===== src/rtl/regfile_pkg.sv =====
// Shared constants for the register file writeback path, plus the
// round-robin pointer advance used by the writeback arbiter.
package regfile_pkg;

  localparam int ADDR_W = 5;
  localparam int DATA_W = 32;
  localparam int NREGS  = 32;

  // Pointer value after a grant to index g: one past the winner, wrapping to 0.
  function automatic int unsigned rr_next_ptr(input int unsigned g, input int unsigned num_req);
    return (g == num_req - 1) ? 32'd0 : g + 32'd1;
  endfunction

endpackage


===== src/rtl/regfile_wb_arbiter_rr_arbiter.sv =====
// Combinational round-robin arbiter (module rr_arbiter). The search starts at ptr and
// wraps modulo NUM_REQ. The first requester found wins. gnt is one-hot, or all zero
// when there is no request. gnt_idx is the binary index of the winner, and 0 when idle.
module rr_arbiter #(
  parameter int NUM_REQ = 2,
  localparam int PTR_W  = $clog2(NUM_REQ)
) (
  input  logic [NUM_REQ-1:0] req,
  input  logic [PTR_W-1:0]   ptr,
  output logic [NUM_REQ-1:0] gnt,
  output logic [PTR_W-1:0]   gnt_idx
);

  logic             found;
  logic [PTR_W:0]   sum;
  logic [PTR_W-1:0] cand;

  // Walk the candidates in priority order starting at ptr, and keep the first valid one.
  always_comb begin
    found   = 1'b0;
    gnt_idx = '0;
    sum     = '0;
    cand    = '0;
    for (int k = 0; k < NUM_REQ; k++) begin
      sum = {1'b0, ptr} + (PTR_W+1)'(k);
      if (sum >= (PTR_W+1)'(NUM_REQ)) begin
        sum = sum - (PTR_W+1)'(NUM_REQ);
      end
      cand = sum[PTR_W-1:0];
      if (!found && req[cand]) begin
        found   = 1'b1;
        gnt_idx = cand;
      end
    end
    gnt = found ? (NUM_REQ'(1) << gnt_idx) : '0;
  end

endmodule


===== src/rtl/regfile_wb_arbiter.sv =====
// Round-robin sharing of the regfile write port among NUM_REQ writeback sources.
// The winner's rd and wdata are registered onto the port one cycle after the handshake.
// Writes to x0 are acknowledged, but we stays low.
// Optional feature: define RF_CONFLICT_CNT_EN to add the saturating conflict_cnt output.
// conflict_cnt counts the cycles in which two or more sources are valid at once.
module regfile_wb_arbiter
  import regfile_pkg::*;
#(
  parameter int NUM_REQ = 2,
  parameter int ADDR_W  = regfile_pkg::ADDR_W,
  parameter int DATA_W  = regfile_pkg::DATA_W
) (
  input  logic                      clk,
  input  logic                      reset,
  input  logic [NUM_REQ-1:0]        req_valid,
  input  logic [NUM_REQ*ADDR_W-1:0] req_rd,
  input  logic [NUM_REQ*DATA_W-1:0] req_wdata,
  output logic [NUM_REQ-1:0]        req_ready,
  output logic [ADDR_W-1:0]         rd,
  output logic                      we,
  output logic [DATA_W-1:0]         wdata
`ifdef RF_CONFLICT_CNT_EN
  , output logic [31:0]             conflict_cnt
`endif
);

  localparam int PTR_W = $clog2(NUM_REQ);

  logic [PTR_W-1:0]   rr_ptr_q, rr_ptr_d;
  logic [NUM_REQ-1:0] gnt;
  logic [PTR_W-1:0]   gnt_idx;
  logic               grant;
  logic [ADDR_W-1:0]  sel_rd;
  logic [DATA_W-1:0]  sel_wdata;
  logic [ADDR_W-1:0]  rd_q, rd_d;
  logic               we_q, we_d;
  logic [DATA_W-1:0]  wdata_q, wdata_d;

  rr_arbiter #(.NUM_REQ(NUM_REQ)) u_rr_arbiter (
    .req     (req_valid),
    .ptr     (rr_ptr_q),
    .gnt     (gnt),
    .gnt_idx (gnt_idx)
  );

  // Qualify the grant with reset. Select the winner's payload and compute the next pointer and port state.
  always_comb begin
    req_ready = reset ? '0 : gnt;
    grant     = |req_ready;
    sel_rd    = req_rd[32'(gnt_idx)*ADDR_W +: ADDR_W];
    sel_wdata = req_wdata[32'(gnt_idx)*DATA_W +: DATA_W];
    rr_ptr_d  = rr_ptr_q;
    rd_d      = rd_q;
    wdata_d   = wdata_q;
    we_d      = 1'b0;
    if (grant) begin
      rr_ptr_d = PTR_W'(rr_next_ptr(32'(gnt_idx), NUM_REQ));
      rd_d     = sel_rd;
      wdata_d  = sel_wdata;
      we_d     = (sel_rd != '0);
    end
  end

  // Pointer register and registered regfile write port.
  always_ff @(posedge clk) begin
    if (reset) begin
      rr_ptr_q <= '0;
      rd_q     <= '0;
      we_q     <= 1'b0;
      wdata_q  <= '0;
    end else begin
      rr_ptr_q <= rr_ptr_d;
      rd_q     <= rd_d;
      we_q     <= we_d;
      wdata_q  <= wdata_d;
    end
  end

  assign rd    = rd_q;
  assign we    = we_q;
  assign wdata = wdata_q;

`ifdef RF_CONFLICT_CNT_EN
  logic [31:0] conflict_cnt_q, conflict_cnt_d;

  // Count contention cycles, saturating at all-ones.
  always_comb begin
    conflict_cnt_d = conflict_cnt_q;
    if (($countones(req_valid) >= 2) && (conflict_cnt_q != '1)) begin
      conflict_cnt_d = conflict_cnt_q + 32'd1;
    end
  end

  // Contention counter register.
  always_ff @(posedge clk) begin
    if (reset) conflict_cnt_q <= '0;
    else       conflict_cnt_q <= conflict_cnt_d;
  end

  assign conflict_cnt = conflict_cnt_q;
`endif

endmodule


===== config.mk =====
export PLATFORM = sky130hd
export DESIGN_NAME = regfile_wb_arbiter
export DESIGN_NICKNAME = d
export VERILOG_FILES = /design/src/rtl/regfile_pkg.sv /design/src/rtl/regfile_wb_arbiter_rr_arbiter.sv /design/src/rtl/regfile_wb_arbiter.sv
export SDC_FILE = /design/constraint.sdc
export NUM_CORES = 1
export LEC_CHECK = 0
export BUFFER_PORTS_ARGS = -buffer_cell sky130_fd_sc_hd__buf_2
export CAP_MARGIN = 20
export CORE_MARGIN = 8
export CORE_UTILIZATION = 35
export CTS_CLUSTER_SIZE = 8
export DETAILED_ROUTE_END_ITERATION = 10
export PLACE_DENSITY = 0.73
export SLEW_MARGIN = 20
export SYNTH_ARGS = -nofsm -noshare
export SYNTH_HDL_FRONTEND = slang
export SYNTH_SLANG_ARGS = --single-unit

===== constraint.sdc =====
create_clock -name clk -period 1 [get_ports clk]
set_input_delay 0.05 -clock clk [delete_from_list [all_inputs] [get_ports clk]]
set_output_delay 0.05 -clock clk [all_outputs]
set_load 0.02 [all_outputs]

## Word level (Yosys, flattened, before mapping)

Index checks and enable logic that the tools add are counted.
W data, S select, Z words.

| storage, ports and cells | value |
|---|---|
| memories | 0 |
| input port bits | 78 |
| bits in latches | 0 |
| flip-flop bits (word level) | 39 |
| memory bits (writable) | 0 |
| ROM bits | 0 |

| operators by class | value |
|---|---|
| $lt $le $gt $ge | 4 |
| divide/modulo/power cells | 0 |
| muxes and demuxes | 13 |
| reductions and logical operators | 5 |
| add/subtract/negate cells | 4 |
| equality and inequality tests | 0 |
| multiply operators | 1 |
| bitwise logic cells | 1 |
| shift operators | 3 |

Operators by type and width:

| cell | count |
|---|---|
| $shiftx A64 B7 Y32 | 1 |
| $mux W1 | 11 |
| $shiftx A10 B5 Y5 | 1 |
| $reduce_bool A5 Y1 | 1 |
| $lt A1 B2 Y1 const B | 2 |
| $mul A1 B3 Y4 const B | 1 |
| $mux W2 | 2 |
| $reduce_or A2 Y1 | 2 |
| $add A1 B1 Y2 const B | 1 |
| $ge A1 B2 Y1 const B | 1 |
| $ge A2 B2 Y1 const B | 1 |
| $shl A1 B1 Y2 const A | 1 |
| $sub A1 B1 Y1 const B | 2 |
| $add A1 B1 Y1 const B | 1 |
| $logic_and A1 B1 Y1 | 1 |
| $logic_not A1 Y1 | 1 |
| $not A1 Y1 | 1 |

## Depth between registers and ports, before layout

| logic depth | value |
|---|---|
| word-level depth | 14 |
| mapped depth | 5 |
| mapped depth without buffers | 3 |

## Cells and area by module

A second synthesis with hierarchy kept.

| second synthesis, totals | value |
|---|---|
| cells, all modules | 182 |
| area total of the unflattened synthesis | 1955.6 um^2 |

By module, submodules not included:

| module | instances | cells each | area each (um^2) |
|---|---|---|---|
| regfile_wb_arbiter | 1 | 178 | 1925.6 |
| rr_arbiter | 1 | 4 | 30.0 |

## Worst setup path after synthesis

Ideal clock, no wire load.

| timing path | value |
|---|---|
| path type | reg-to-output |
| start | register rr_ptr_q |
| end | output req_ready[1] |
| data arrival time | 1.131 ns |
| buffers on the path | 1 |
| slack | -0.181 ns |
| stages on the path, launching flop included | 4 |
| data required time | 0.950 ns |
| cells stage by stage | dfxtp_1 -> and2b_1 -> buf_2 -> nor3_1 |

| between the ends | value |
|---|---|
| word-level cells in the longest chain between the ends | 11 |
| elaborated cells between the ends (all ways) | 20 |
| classes of those cells | 3 x add/sub; 2 x order compare; 1 x shift; 12 x mux; 2 x reduce/logical |

RTL lines:

| item | line | source |
|---|---|---|
| start: declaration | regfile_wb_arbiter.sv:29 | `logic [PTR_W-1:0] rr_ptr_q, rr_ptr_d;` |
| start signal: assignment | regfile_wb_arbiter.sv:72 | `rr_ptr_q <= rr_ptr_d;` |
| $ge A1 B2 Y1 / $sub A1 B1 Y1 (equally long branches) | regfile_wb_arbiter_rr_arbiter.sv:26, regfile_wb_arbiter_rr_arbiter.sv:27 |  |
| $mux W1 | regfile_wb_arbiter_rr_arbiter.sv:26 | `if (sum >= (PTR_W+1)'(NUM_REQ)) begin` |
| $mux W1 (not written as such) (2 in a row) | regfile_wb_arbiter_rr_arbiter.sv:30 | `if (!found && req[cand]) begin` |
| $mux W1 | regfile_wb_arbiter_rr_arbiter.sv:30 |  |
| $logic_not A1 Y1 | regfile_wb_arbiter_rr_arbiter.sv:30 |  |
| $logic_and A1 B1 Y1 | regfile_wb_arbiter_rr_arbiter.sv:30 |  |
| $mux W1 | regfile_wb_arbiter_rr_arbiter.sv:30 |  |
| $shl A1 B1 Y2 | regfile_wb_arbiter_rr_arbiter.sv:35 | `gnt = found ? (NUM_REQ'(1) << gnt_idx) : '0;` |
| $mux W2 * | regfile_wb_arbiter_rr_arbiter.sv:35 |  |
| $mux W2 * | regfile_wb_arbiter.sv:48 | `req_ready = reset ? '0 : gnt;` |
| end: declaration | regfile_wb_arbiter.sv:18 | `output logic [NUM_REQ-1:0] req_ready,` |

Every way passes the cells marked *; elsewhere a longest branch is shown, timed or not. The select of a mux whose other input is x is not followed.

## Final worst setup path

| timing path | value |
|---|---|
| start | register rr_ptr_q |
| end | register wdata_q[26] (netlist: wdata[26]) |

| between the ends | value |
|---|---|
| word-level cells in the longest chain between the ends | 12 |
| elaborated cells between the ends (all ways) | 22 |
| classes of those cells | 3 x add/sub; 2 x order compare; 2 x shift; 12 x mux; 3 x reduce/logical |

RTL lines:

| item | line | source |
|---|---|---|
| parallel branches: the longest is 12 deep, another holds $ge A1 B2 Y1 | n/a |  |
| end signal: assignment | regfile_wb_arbiter.sv:75 | `wdata_q <= wdata_d;` |
| end: declaration | regfile_wb_arbiter.sv:37 | `logic [DATA_W-1:0] wdata_q, wdata_d;` |

Several ways; the timed one is not identified. The select of a mux whose other input is x is not followed.
A chain may end at the register's enable or synchronous reset.

==> results.ini <==
[status]
status = finished with violations
violations = setup timing

[route]
via_per_inst = 5.29
drt_wl_total_um = 6910
wire_per_inst_um = 16.3
route.detailed.drc = 0
first_iter_violations = 110
antenna_left = 0
vias = 2242
first_pass_iters = 4

[sta]
worst_pin_slew_ps = 524
fin_crit_ps = 1280
setup_tns_ps = -9170
fin_skew_ps = 4.42
hold_violations = 0
maxSlewViolCount = 0
finalSetupViolCount = 41
final_critical_path_setup_slack_ps = -284
final.period_utilization_pct = 128
slew_headroom_pct = 65.1
max_freq_mhz = 779
rsz0062_at_grt = true

[setup_path]
crit_fanout = 5
crit_arrival_ps = 1480
cp-start-kind = flip-flop
required_ps = 1190
crit_type = flip-flop to flip-flop
end_kind = flip-flop

[flow_run]
drv_cap = 0

[global_routing]
grtUsageMet1_pct = 19.1
grt_max_degree = 40
grtUsageTotal_pct = 16.3
grt_pass1_wl_um = 11300
gr-total-overflow = 0
grt_use_met3_pct = 6.15
gr-max-usage-layer = met2
grt_pass1_vias = 2321
grtUsageMet2_pct = 27.4
antenna_found_initial = 0

[floorplanning]
fp.dieW_um = 90.4
die-area_um2 = 8170
die_y_um = 90.4
core_um2 = 5440
start_util_pct = 35.6
num_io_pins = 118
rows = 27

[synth]
synth-seq-cells = 39
synth_cells = 229
synth_top_area_share_pct = 40.3
synth_fp_nets = 307
syn_area_um2 = 1940
synth.area.top_cells = dfxtp_1 (40%), a311oi_1 (14%), o21ai_1 (9.8%)
synth_edf_count = 0
avgSynthCellArea_um2 = 8.46
yosysSeqAreaShare_pct = 40.3
synth_cell_type_count = 21
synth_top_cell_by_area = dfxtp_1
ys.flop_type = dfxtp_1
yosysWarnings = 0
async_flop_share_pct = 0

[final_layout]
multiInputGateArea_um2 = 1100
fin_cells = 424
syn_to_final_growth_pct = 57.8
fill_cells = 495
final_cell_area_um2 = 3060
layout-drive-gt1-share_pct = 52.6
nets = 429
diodes = 0
final-seq-area_um2 = 782

[placed_design]
hpwlAfterDp_um = 4720
gp_congestion = 0.834
placed_area_um2 = 2650
port_buffers = 117
dp_cells = 404

[power_and_ir_drop]
switching_share_pct = 31.9
clock_power_share_pct = 25.1
peakVddDrop_uv = 650
power.leakage_nw = 1.34
p_int_mw = 2.75
pwr-share-comb_pct = 31.7
p_seq_share_pct = 43.2
p_sw_mw = 1.28
power.density_nw_per_um2 = 1320

[clock_tree]
hold_buffers = 0
clk_pin_slew_worst_paths_ps = 80
clkSinkCount = 39
clockBufferDepth = 2
cts_root_buf = clkbuf_8
cts_made_buffers = 5
tritoncts = built
cts_max_level = 2
worstSkewPairLatency_ps = 280

[worst_hold_path]
min_path_type = input port to flip-flop

==> sequential cells by signal (all words and copies together) (netlist names) <==
register  count
rr_ptr_q      1
we            1
rd            5
wdata        32
==> Yosys cell counts, types with 2 or more instances <==
cell type,instances
buf_6,6
o21ai_1,38
dfxtp_1,39
nor2_1,39
nor3_1,2
a311oi_2,7
a311oi_1,30
clkbuf_1,5
buf_2,15
nand3_1,37
==> power by group through the flow <==
stage                     clock, mW  sequential (mW)  combinational [mW]
final                          1.01             1.74                1.28
after global routing           1.11             1.76                1.39
after CTS                      1.06             1.74                1.20
after detailed placement          0             1.78                1.08
after global placement            0             1.77                1.06
after floorplan                   0             1.92               0.505
==> area by class of cell <==
type                       count  area share [%]
clock buffer                   5            2.25
sequential                    39            25.6
inverter                       1           0.123
clock inverter                 3           0.491
timing repair buffer         143            32.7
tap                           72            2.94
multi-input combinational    161            36.0
==> worst max-delay path, stage by stage, from the launching register on <==
cell and delay [ps]:
dfxtp_2 330, and2b_4 280, buf_8 140, clkbuf_16 150, o21ai_2 50, a311oi_1 250
==> kinds of logic (layout without fill, tap and decap cells) <==
| logic type | Yosys count | after routing | share of synthesized area, % |
|---|---|---|---|
| and+or+nand+nor | 82 | 82 | 19.0 |
| AOI/OAI and AO/OA | 79 | 79 | 30.8 |
| DFF | 39 | 39 | 40.3 |
| buffers and inverters | 29 | 152 | 9.94 |
==> metrics by stage <==
step | worst slack [ps] | hold slack [ps] | utilization [%] | total power [mW]
floorplan | -56.5 | 206 | - | 2.43
global placement | -169 | 318 | 48.8 | 2.83
detailed placement | -206 | 318 | 48.8 | 2.85
CTS | -271 | 26.4 | 53.7 | 4.00
global route | -327 | 32.5 | 56.2 | 4.25
finish | -284 | 24.0 | 56.2 | 4.03
==> path summary, 6_finish.rpt <==
check,start,to,slack [ps],cells past startpoint
max,rr_ptr_q,wdata[26],-280,5
max reg2reg,rr_ptr_q,wdata[26],-280,5
min,req_wdata[2],wdata[2],20,3
min reg2reg,wdata[20],wdata[20],500,2
==> repair_timing <==
| action | in CTS | in global routing |
|---|---|---|
| gates resized for setup | 24 | 16 |
| endpoints found under the setup margin | 41 | 41 |
| setup buffers | 7 | 1 |
| cloned | 2 | 2 |
| pin swaps | 10 | 18 |
| hold endpoints to repair | 0 | 0 |
==> layout by cell type (no fill, tap or decap), types with 3 or more instances in the layout <==
| master | Yosys | final |
|---|---|---|
| buf_2 | 15 | 115 |
| nor2_1 | 39 | 39 |
| dfxtp_1 | 39 | 38 |
| nand3_1 | 37 | 36 |
| a311oi_1 | 30 | 27 |
| o21ai_1 | 38 | 22 |
| o21ai_2 | 0 | 14 |
| a311oi_2 | 7 | 10 |
| buf_12 | 1 | 9 |
| buf_4 | 1 | 9 |
| clkbuf_8 | 0 | 5 |
| buf_6 | 6 | 5 |
| clkinv_2 | 0 | 3 |
==> layer usage <==
layer | wire length, um | vias to the layer above
met3 | 533 | 5
met4 | 44 | 0
met2 | 3350 | 94
li1 | - | 1112
met5 | 0 | -
met1 | 2990 | 1031
Note: power is estimated with default switching activity, not from simulation.
